--- config.mk ---
export PLATFORM = sky130hd
export DESIGN_NAME = pc_gen
export DESIGN_NICKNAME = d
export VERILOG_FILES = /design/src/rtl/pc_gen_pkg.sv /design/src/rtl/pc_gen_redir_arb.sv /design/src/rtl/pc_gen.sv
export SDC_FILE = /design/constraint.sdc
export NUM_CORES = 1
export LEC_CHECK = 0
export BUFFER_PORTS_ARGS = -buffer_cell sky130_fd_sc_hd__buf_2
export CORE_ASPECT_RATIO = 1.4
export CORE_UTILIZATION = 40
export CTS_BUF_LIST = sky130_fd_sc_hd__clkbuf_8 sky130_fd_sc_hd__clkbuf_16
export DETAILED_ROUTE_END_ITERATION = 6
export HOLD_SLACK_MARGIN = 0.06
export PLACE_DENSITY = 0.75
export SKIP_LAST_GASP = 1
export SYNTH_ARGS = -nofsm -noshare
export SYNTH_HDL_FRONTEND = slang
export SYNTH_SLANG_ARGS = --single-unit
--- constraint.sdc ---
create_clock -name clk -period 7.2 [get_ports clk]
set_clock_uncertainty 0.2 [all_clocks]
set_input_delay 1.44 -clock clk [delete_from_list [all_inputs] [get_ports clk]]
set_output_delay 1.44 -clock clk [all_outputs]
set_load 0.02 [all_outputs]
--- src/rtl/pc_gen_pkg.sv ---
// pc_gen_pkg: shared types and helpers for the fetch-PC generator.
//   - pc_state_e    : boot/run/halt state encoding
//   - DEF_XLEN      : default address width
//   - DEF_RESET_VEC : default reset vector
//   - align_mask()  : clears the low log2(bytes) address bits
package pc_gen_pkg;

  typedef enum logic [1:0] {
    BOOT = 2'd0,
    RUN  = 2'd1,
    HALT = 2'd2
  } pc_state_e;

  localparam int unsigned DEF_XLEN      = 32;
  localparam logic [31:0] DEF_RESET_VEC = 32'h0000_0100;

  // Mask that clears the low log2(bytes) bits; bytes must be a power of two.
  // Callers truncate the result to their own address width.
  function automatic logic [63:0] align_mask(input int unsigned bytes);
    align_mask = ~(64'(bytes) - 64'd1);
  endfunction

endpackage

--- src/rtl/pc_gen_redir_arb.sv ---
// pc_gen_redir_arb: combinational fixed-priority redirect selector.
// Ports:
//   redir_valid : per-source request, index 0 wins
//   redir_addr  : flattened targets, source i at [i*XLEN +: XLEN]
//   any_redir   : at least one source is requesting
//   sel_addr    : target of the lowest-index requesting source (0 if none)
module pc_gen_redir_arb
  import pc_gen_pkg::*;
#(
  parameter int unsigned XLEN      = DEF_XLEN,
  parameter int unsigned NUM_REDIR = 2
) (
  input  logic [NUM_REDIR-1:0]      redir_valid,
  input  logic [NUM_REDIR*XLEN-1:0] redir_addr,
  output logic                      any_redir,
  output logic [XLEN-1:0]           sel_addr
);

  logic found_s;

  // Scan from index 0 upward; the first requesting source locks the selection.
  always_comb begin
    any_redir = |redir_valid;
    sel_addr  = '0;
    found_s   = 1'b0;
    for (int i = 0; i < int'(NUM_REDIR); i++) begin
      if (redir_valid[i] && !found_s) begin
        sel_addr = redir_addr[i*XLEN +: XLEN];
        found_s  = 1'b1;
      end else begin
        found_s  = found_s;
      end
    end
  end

endmodule

--- src/rtl/pc_gen.sv ---
// pc_gen: fetch-PC generator feeding the IF stage and the BPU.
// Ports:
//   clk, rst       : clock (rising edge), asynchronous active-high reset
//   redir_valid    : per-source redirect request, index 0 highest priority
//   redir_addr     : flattened redirect targets
//   pr_valid/addr  : BPU taken prediction for the presented group
//   halt           : stop fetching after the current handshake
//   fetch_ready    : IF accepts the presented group
//   fetch_valid    : fetch_pc is a live request
//   fetch_pc       : fetch address, always word aligned
//   fetch_epoch    : epoch tag, bumped on every redirect
//   halted         : generator is parked in HALT
module pc_gen
  import pc_gen_pkg::*;
#(
  parameter int unsigned     XLEN        = DEF_XLEN,
  parameter logic [XLEN-1:0] RESET_VEC   = XLEN'(DEF_RESET_VEC),
  parameter int unsigned     FETCH_BYTES = 4,
  parameter int unsigned     NUM_REDIR   = 2,
  parameter int unsigned     EPOCH_W     = 2
) (
  input  logic                      clk,
  input  logic                      rst,
  input  logic [NUM_REDIR-1:0]      redir_valid,
  input  logic [NUM_REDIR*XLEN-1:0] redir_addr,
  input  logic                      pr_valid,
  input  logic [XLEN-1:0]           pr_addr,
  input  logic                      halt,
  input  logic                      fetch_ready,
  output logic                      fetch_valid,
  output logic [XLEN-1:0]           fetch_pc,
  output logic [EPOCH_W-1:0]        fetch_epoch,
  output logic                      halted
);

  localparam logic [XLEN-1:0] WORD_MASK = XLEN'(align_mask(4));
  localparam logic [XLEN-1:0] GRP_MASK  = XLEN'(align_mask(FETCH_BYTES));
  localparam logic [XLEN-1:0] GRP_STEP  = XLEN'(FETCH_BYTES);

  pc_state_e          state_r, state_s;
  logic [XLEN-1:0]    pc_r, pc_s;
  logic [EPOCH_W-1:0] epoch_r, epoch_s;
  logic               valid_r, halted_r;
  logic               any_redir_s;
  logic [XLEN-1:0]    sel_addr_s;
  logic               fire_s;

  pc_gen_redir_arb #(
    .XLEN      (XLEN),
    .NUM_REDIR (NUM_REDIR)
  ) u_redir_arb (
    .redir_valid (redir_valid),
    .redir_addr  (redir_addr),
    .any_redir   (any_redir_s),
    .sel_addr    (sel_addr_s)
  );

  // Next-state / next-PC selection: redirect > predicted fire > sequential fire > hold.
  always_comb begin
    state_s = state_r;
    pc_s    = pc_r;
    epoch_s = epoch_r;
    fire_s  = valid_r && fetch_ready;
    if (any_redir_s) begin
      // Redirect wins regardless of stall; the old epoch marks the squashed request.
      pc_s    = sel_addr_s & WORD_MASK;
      epoch_s = epoch_r + EPOCH_W'(1);
      if (state_r == RUN && halt) begin
        state_s = HALT;
      end else begin
        state_s = RUN;
      end
    end else begin
      case (state_r)
        BOOT: begin
          state_s = RUN;
        end
        RUN: begin
          if (fire_s && pr_valid) begin
            pc_s = pr_addr & WORD_MASK;
          end else if (fire_s) begin
            pc_s = (pc_r & GRP_MASK) + GRP_STEP;
          end else begin
            pc_s = pc_r;
          end
          if (halt) begin
            state_s = HALT;
          end else begin
            state_s = RUN;
          end
        end
        HALT: begin
          state_s = HALT;
        end
        default: begin
          state_s = BOOT;
        end
      endcase
    end
  end

  // State, PC, epoch and the registered status outputs.
  always_ff @(posedge clk or posedge rst) begin
    if (rst) begin
      state_r  <= BOOT;
      pc_r     <= RESET_VEC & WORD_MASK;
      epoch_r  <= '0;
      valid_r  <= 1'b0;
      halted_r <= 1'b0;
    end else begin
      state_r  <= state_s;
      pc_r     <= pc_s;
      epoch_r  <= epoch_s;
      valid_r  <= (state_s == RUN);
      halted_r <= (state_s == HALT);
    end
  end

  assign fetch_valid = valid_r;
  assign fetch_pc    = pc_r;
  assign fetch_epoch = epoch_r;
  assign halted      = halted_r;

endmodule

==> flow_summary.ini, run 1 <==
[timing]
fin_tns_setup_ns = 0
fmax_mhz = 259
final_hold_viol_count = 0
holdWs_ns = 0.275
slew_headroom = 0.364
period_minus_slack_ns = 3.86
slew_violations = 0
fin_crit_sh = 0.537
rsz0062_at_grt = no
tightest_slew_ns = 0.954
setup_violations = 0
setup_ws_ns = 3.34

[critical_path]
r2r-start = fetch_pc[2]$_DFFE_PP0P_
cp-startpoint = redir_valid[0]
worst_r2r_endpoint = fetch_pc[30]$_DFFE_PP0P_
cp_cell_sequence = buf_2 > nor2_1 > buf_4 > and2_1 > or4_1 > o22ai_1 > nor3_1
worstSetupPathType = in2reg
slowest_delay_ns = 0.64
cp_max_fo = 36
rr_worst_depth = 6
required_ns = 7.19
crit_path_start_kind = input pin
critical_path_arrival_ns = 3.85
worst-r2r-setup-slack_ns = 4.70
end_kind = flip-flop
cpMaxStageDelayCell = or4_1
worstPathBufferInverterCount = 2
cp_top_family = simple AND/OR/NAND/NOR gates

[global_routing]
grt_pass1_vias = 3077
grt_pass1_wl_um = 14700
grt.total_usage = 0.263
overflow = 0
grt_start_max_net_pins = 45
grt_antenna_before_repair = 0

[pwr]
ir_drop_v = 0.0000928
p_total_mw = 0.681
p_switching_mw = 0.276
power_frac_comb = 0.362
clock_power_share = 0.211
seq_power_share = 0.426
leakage_nw = 1.52
p_int_mw = 0.405
p_sw_frac = 0.406
power_density_nw_per_um2 = 197

[routing]
drtPass1Iterations = 5
ant_nets = 0
route.vias.total = 3215
drt_iter0_markers = 300
routed_via_density = 6.16
totalWireLength_um = 9330
post_drt_wl_per_cell_um = 17.9
drc = 0

[placed_design]
dp_hpwl_um = 6530
place_congestion = 0.972
pre_cts_ws_ns = 3.00
io_buffers = 130
place_inst = 515
dpl-instance-area_um2 = 3370

[flow_run]
cap_violations = 0

[cells_and_area]
area_growth_pct = 26.9
nNetsFinal = 552
final_core_util = 0.526
diodes = 0
layout-drive-gt1-share = 0.337
stdcell_area_um2 = 3450
layout.cells.non_filler = 522

[cts]
root_buffer = clkbuf_8
clk-insertion-delay-late_ns = 0.30
tritoncts = yes
numCtsBuffers = 5
ctsResizeCount = 0
cts_hold_buf = 0
htreeDepth = 2
cts.path.max_buffers = 2
cts_sinks = 36
postCtsSetupRepairBufs = 0
clk_pin_slew_worst_paths_ns = 0.08

[worst_hold_path]
whs_endpoint = fetch_epoch[1]$_DFFE_PP0P_
hold_start = fetch_epoch[1]$_DFFE_PP0P_
hold_class = reg2reg
holdPathStages = 1

[yosys]
synth_edf_count = 0
ys_types = 63
synth-main-ff-cell = dfrtp_1
syn_inst = 334
async_flop_share = 1.00
ys_ff_latch = 36
yosysSeqAreaShare = 0.331
avgSynthCellArea_um2 = 8.15
yosysWarningCount = 0
syn_area_um2 = 2720

[floorplanning]
die-area_um2 = 7140
ios = 139
num_rows = 35
core_um2 = 6570
dieWidth_um = 71.7
start_util = 0.414
die_y_um = 99.6

[outcome]
status = finished clean
power groups by stage:
stage               Combinational [mW]  Sequential [mW]  Clock (mW)
floorplan                        0.122            0.321           0
global route                     0.271            0.296       0.152
detailed placement               0.246            0.293           0
global placement                 0.242            0.290           0
CTS                              0.247            0.289       0.144
finish                           0.247            0.290       0.144
layer usage:
| layer | wire, um | GRT usage | up-vias |
|---|---|---|---|
| li1 | - | - | 1535 |
| met4 | 189 | 0.104 | 0 |
| met5 | 0 | 0 | - |
| met3 | 568 | 0.0243 | 19 |
| met1 | 3880 | 0.329 | 1510 |
| met2 | 4690 | 0.459 | 151 |
registers in the layout, indices dropped and copies added, names as in the netlist:
register     count
fetch_pc        30
fetch_epoch      2
state_r          2
fetch_valid      1
halted           1
kinds of logic after synthesis:
group / after synthesis / share of synthesized area
compound gates: 122 / 0.320
xor+xnor: 13 / 0.0418
fa+ha+maj: 1 / 0.00460
buf+inv: 34 / 0.0561
flops: 36 / 0.331
mux: 2 / 0.00736
other cells: 1 / 0.00138
simple gates: 125 / 0.237
how the worst max path moves through the flow:
stage / to / cells after the start
finish: fetch_pc[27]$_DFFE_PP0P_ / 7
global route: fetch_pc[27]$_DFFE_PP0P_ / 7
CTS: fetch_pc[27]$_DFFE_PP0P_ / 7
detailed placement: fetch_pc[27]$_DFFE_PP0P_ / 7
global placement: fetch_pc[27]$_DFFE_PP0P_ / 7
floorplan: fetch_pc[27]$_DFFE_PP0P_ / 7
cell type report:
type	count	area [um^2]
clock buffer	5	68.8
clock inverter	2	8.76
fill	652	3120
inverter	5	18.8
multi-input combinational	265	1670
sequential	36	902
tap	74	92.6
timing repair buffer	135	688
placed cells by master, fill, tap and decap left out, types with 3 or more instances in the layout:
| cell | netlist | routed |
|---|---|---|
| buf_2 | 2 | 130 |
| dfrtp_1 | 35 | 35 |
| nand2_1 | 31 | 31 |
| nor2_1 | 28 | 28 |
| nand3_1 | 19 | 19 |
| a21oi_1 | 18 | 18 |
| o21ai_0 | 18 | 18 |
| a22oi_1 | 14 | 14 |
| nand4_1 | 13 | 13 |
| o211ai_1 | 10 | 10 |
| a31oi_1 | 10 | 10 |
| xnor2_1 | 8 | 8 |
| a222oi_1 | 7 | 7 |
| inv_1 | 5 | 6 |
| and3_1 | 6 | 6 |
| nor3_1 | 5 | 5 |
| o22ai_1 | 5 | 5 |
| xor2_1 | 5 | 5 |
| clkbuf_8 | 0 | 5 |
| buf_4 | 4 | 5 |
| and4_1 | 4 | 4 |
| a211oi_1 | 4 | 4 |
| a221oi_1 | 4 | 4 |
| a311oi_1 | 3 | 3 |
| o31ai_1 | 3 | 3 |
| o311ai_0 | 3 | 3 |
| a22o_1 | 3 | 3 |
cells in the mapped netlist, drive strengths merged, types with 3 or more instances:
library cell	count	area (um^2)
buf	8	55.1
and4	6	55.1
nand3	19	95.1
a31oi	10	62.6
clkbuf	21	78.8
a211oi	4	30.0
nor3	5	25.0
inv	5	18.8
and3	6	37.5
nand4	14	93.8
a222oi	7	70.1
a221oi	4	35.0
a22oi	14	105
or3	3	23.8
xnor2	8	70.1
nor2	28	105
a22o	3	26.3
dfrtp	35	876
xor2	5	43.8
o311ai	3	26.3
a311oi	3	26.3
a21oi	19	98.9
o22ai	5	31.3
o31ai	3	22.5
o211ai	10	75.1
nand2	31	116
and2	3	18.8
o21ai	18	90.1
Note: power is estimated with default switching activity, not from simulation.
==> inputs of run 2 (changes only) <==
clock period = 3.65 ns   (was 7.2 ns; I/O delays follow)
==> run 2 against run 1 <==
  * Sequential share of layout area shrank 0.34 points
  * Utilization grew 0.69 points
  * Global-route usage is essentially flat
  * Die area is the same
  * Critical path type unchanged
  * Via count grew 2.4%
  * Critical endpoint unchanged
  * Total power grew 96%
  * Clock-buffer cell count is the same
  * Setup slack lost 2.2 ns
==> flow_summary.ini, run 2 (synthesized netlist as in run 1, its figures left out) <==
[cts]
cts_hold_buf = 0
htreeDepth = 2
cts_sinks = 36
root_buffer = clkbuf_8
tritoncts = yes
clk-insertion-delay-late_ns = 0.29
cts.path.max_buffers = 2
ctsResizeCount = 0
postCtsSetupRepairBufs = 0
numCtsBuffers = 5
clk_pin_slew_worst_paths_ns = 0.07

[routing]
post_drt_wl_per_cell_um = 17.5
ant_nets = 0
route.vias.total = 3291
met2_length_um = 4680
routed_via_density = 6.23
drt_iter0_markers = 308
wl_met1_um = 3710
drc = 0
wl_met3_um = 685
totalWireLength_um = 9250
drtPass1Iterations = 5
highest_layer = met4

[global_routing]
overflow = 0
grt.total_usage = 0.263
grt_antenna_before_repair = 0
grt_pass1_wl_um = 14800
grt_start_max_net_pins = 27
grt_pass1_vias = 3047

[critical_path]
crit_path_start_kind = input pin
end_kind = flip-flop
r2r-start = fetch_pc[2]$_DFFE_PP0P_
required_ns = 3.62
critical_path_arrival_ns = 2.52
crit_end = fetch_pc[27]$_DFFE_PP0P_
worst_r2r_endpoint = fetch_pc[30]$_DFFE_PP0P_
rr_worst_depth = 6
worst-r2r-setup-slack_ns = 1.16
cp_max_fo = 22
cp-startpoint = redir_valid[0]
worstSetupPathType = in2reg

[timing]
rsz0062_at_grt = no
fmax_mhz = 392
slew_violations = 0
fin_crit_sh = 0.699
holdWs_ns = 0.267
slew_headroom = 0.466
tightest_slew_ns = 0.793
fin_tns_setup_ns = 0
final_hold_viol_count = 0
setup_ws_ns = 1.10
setup_violations = 0
period_minus_slack_ns = 2.55

[floorplanning]
dieWidth_um = 71.7
start_util = 0.414
num_rows = 35
ios = 139
core_um2 = 6570
die_y_um = 99.6
die-area_um2 = 7140

[cells_and_area]
final_common_cell = buf_2
diodes = 0
register_area_um2 = 902
area_growth_pct = 28.5
layout_common_cells = buf_2 (130), dfrtp_1 (35), nand2_1 (31), nor2_1 (28), nand3_1 (19)
nNetsFinal = 558
fillCellCount = 635
layout.cells.non_filler = 528
layout-drive-gt1-share = 0.346
largest_reg_flops = 30
multi_input_area_um2 = 1670

[worst_hold_path]
hold_class = reg2reg
holdPathStages = 1
hold_start = fetch_epoch[1]$_DFFE_PP0P_

[placed_design]
place_congestion = 0.972
io_buffers = 130
dp_hpwl_um = 6810
pre_cts_ws_ns = 0.816
place_inst = 521

[pwr]
ir_drop_v = 0.000162
power_density_nw_per_um2 = 381
leakage_nw = 1.55

[outcome]
status = finished clean

[flow_run]
cap_violations = 0
-- run 2: per-layer routing --
layer | vias to the layer above | GRT usage
met2 | 169 | 0.450
met5 | - | 0
met4 | 0 | 0.109
li1 | 1545 | -
met1 | 1563 | 0.335
met3 | 14 | 0.0253
-- run 2: final cells by class --
type,count,area share
timing repair buffer,141,0.210
inverter,5,0.00537
clock inverter,2,0.00250
clock buffer,5,0.0197
multi-input combinational,265,0.478
tap,74,0.0265
sequential,36,0.258
-- run 2: metrics by stage --
stage               power, mW   util  area, um^2
detailed placement       1.07  0.521        3420
global route             1.42  0.532        3500
CTS                      1.34  0.532        3500
finish                   1.33  0.532        3500
floorplan               0.874      -        2730
global placement         1.05  0.521        3420
-- run 2: how the worst min path moves through the flow --
stage | endpoint | slack (ns)
after floorplan | halted$_DFF_PP0_ | 0.26
after global placement | fetch_epoch[1]$_DFFE_PP0P_ | 0.26
after detailed placement | fetch_epoch[1]$_DFFE_PP0P_ | 0.26
after CTS | fetch_epoch[1]$_DFFE_PP0P_ | 0.27
after global routing | fetch_epoch[1]$_DFFE_PP0P_ | 0.30
final | fetch_epoch[1]$_DFFE_PP0P_ | 0.27
-- run 2: power by group --
part	leakage [nW]	internal (mW)	switching [mW]	total, mW
clock	0.0452	0.127	0.139	0.266
sequential	0.435	0.470	0.101	0.571
combinational	1.07	0.207	0.288	0.495
-- run 2: worst max-delay path, stage by stage --
cell and delay [ns]:
buf_2 0.35, nor2_1 0.11, buf_4 0.22, and2_1 0.17, buf_4 0.18, or4_1 0.53
o22ai_1 0.15, nor3_1 0.08
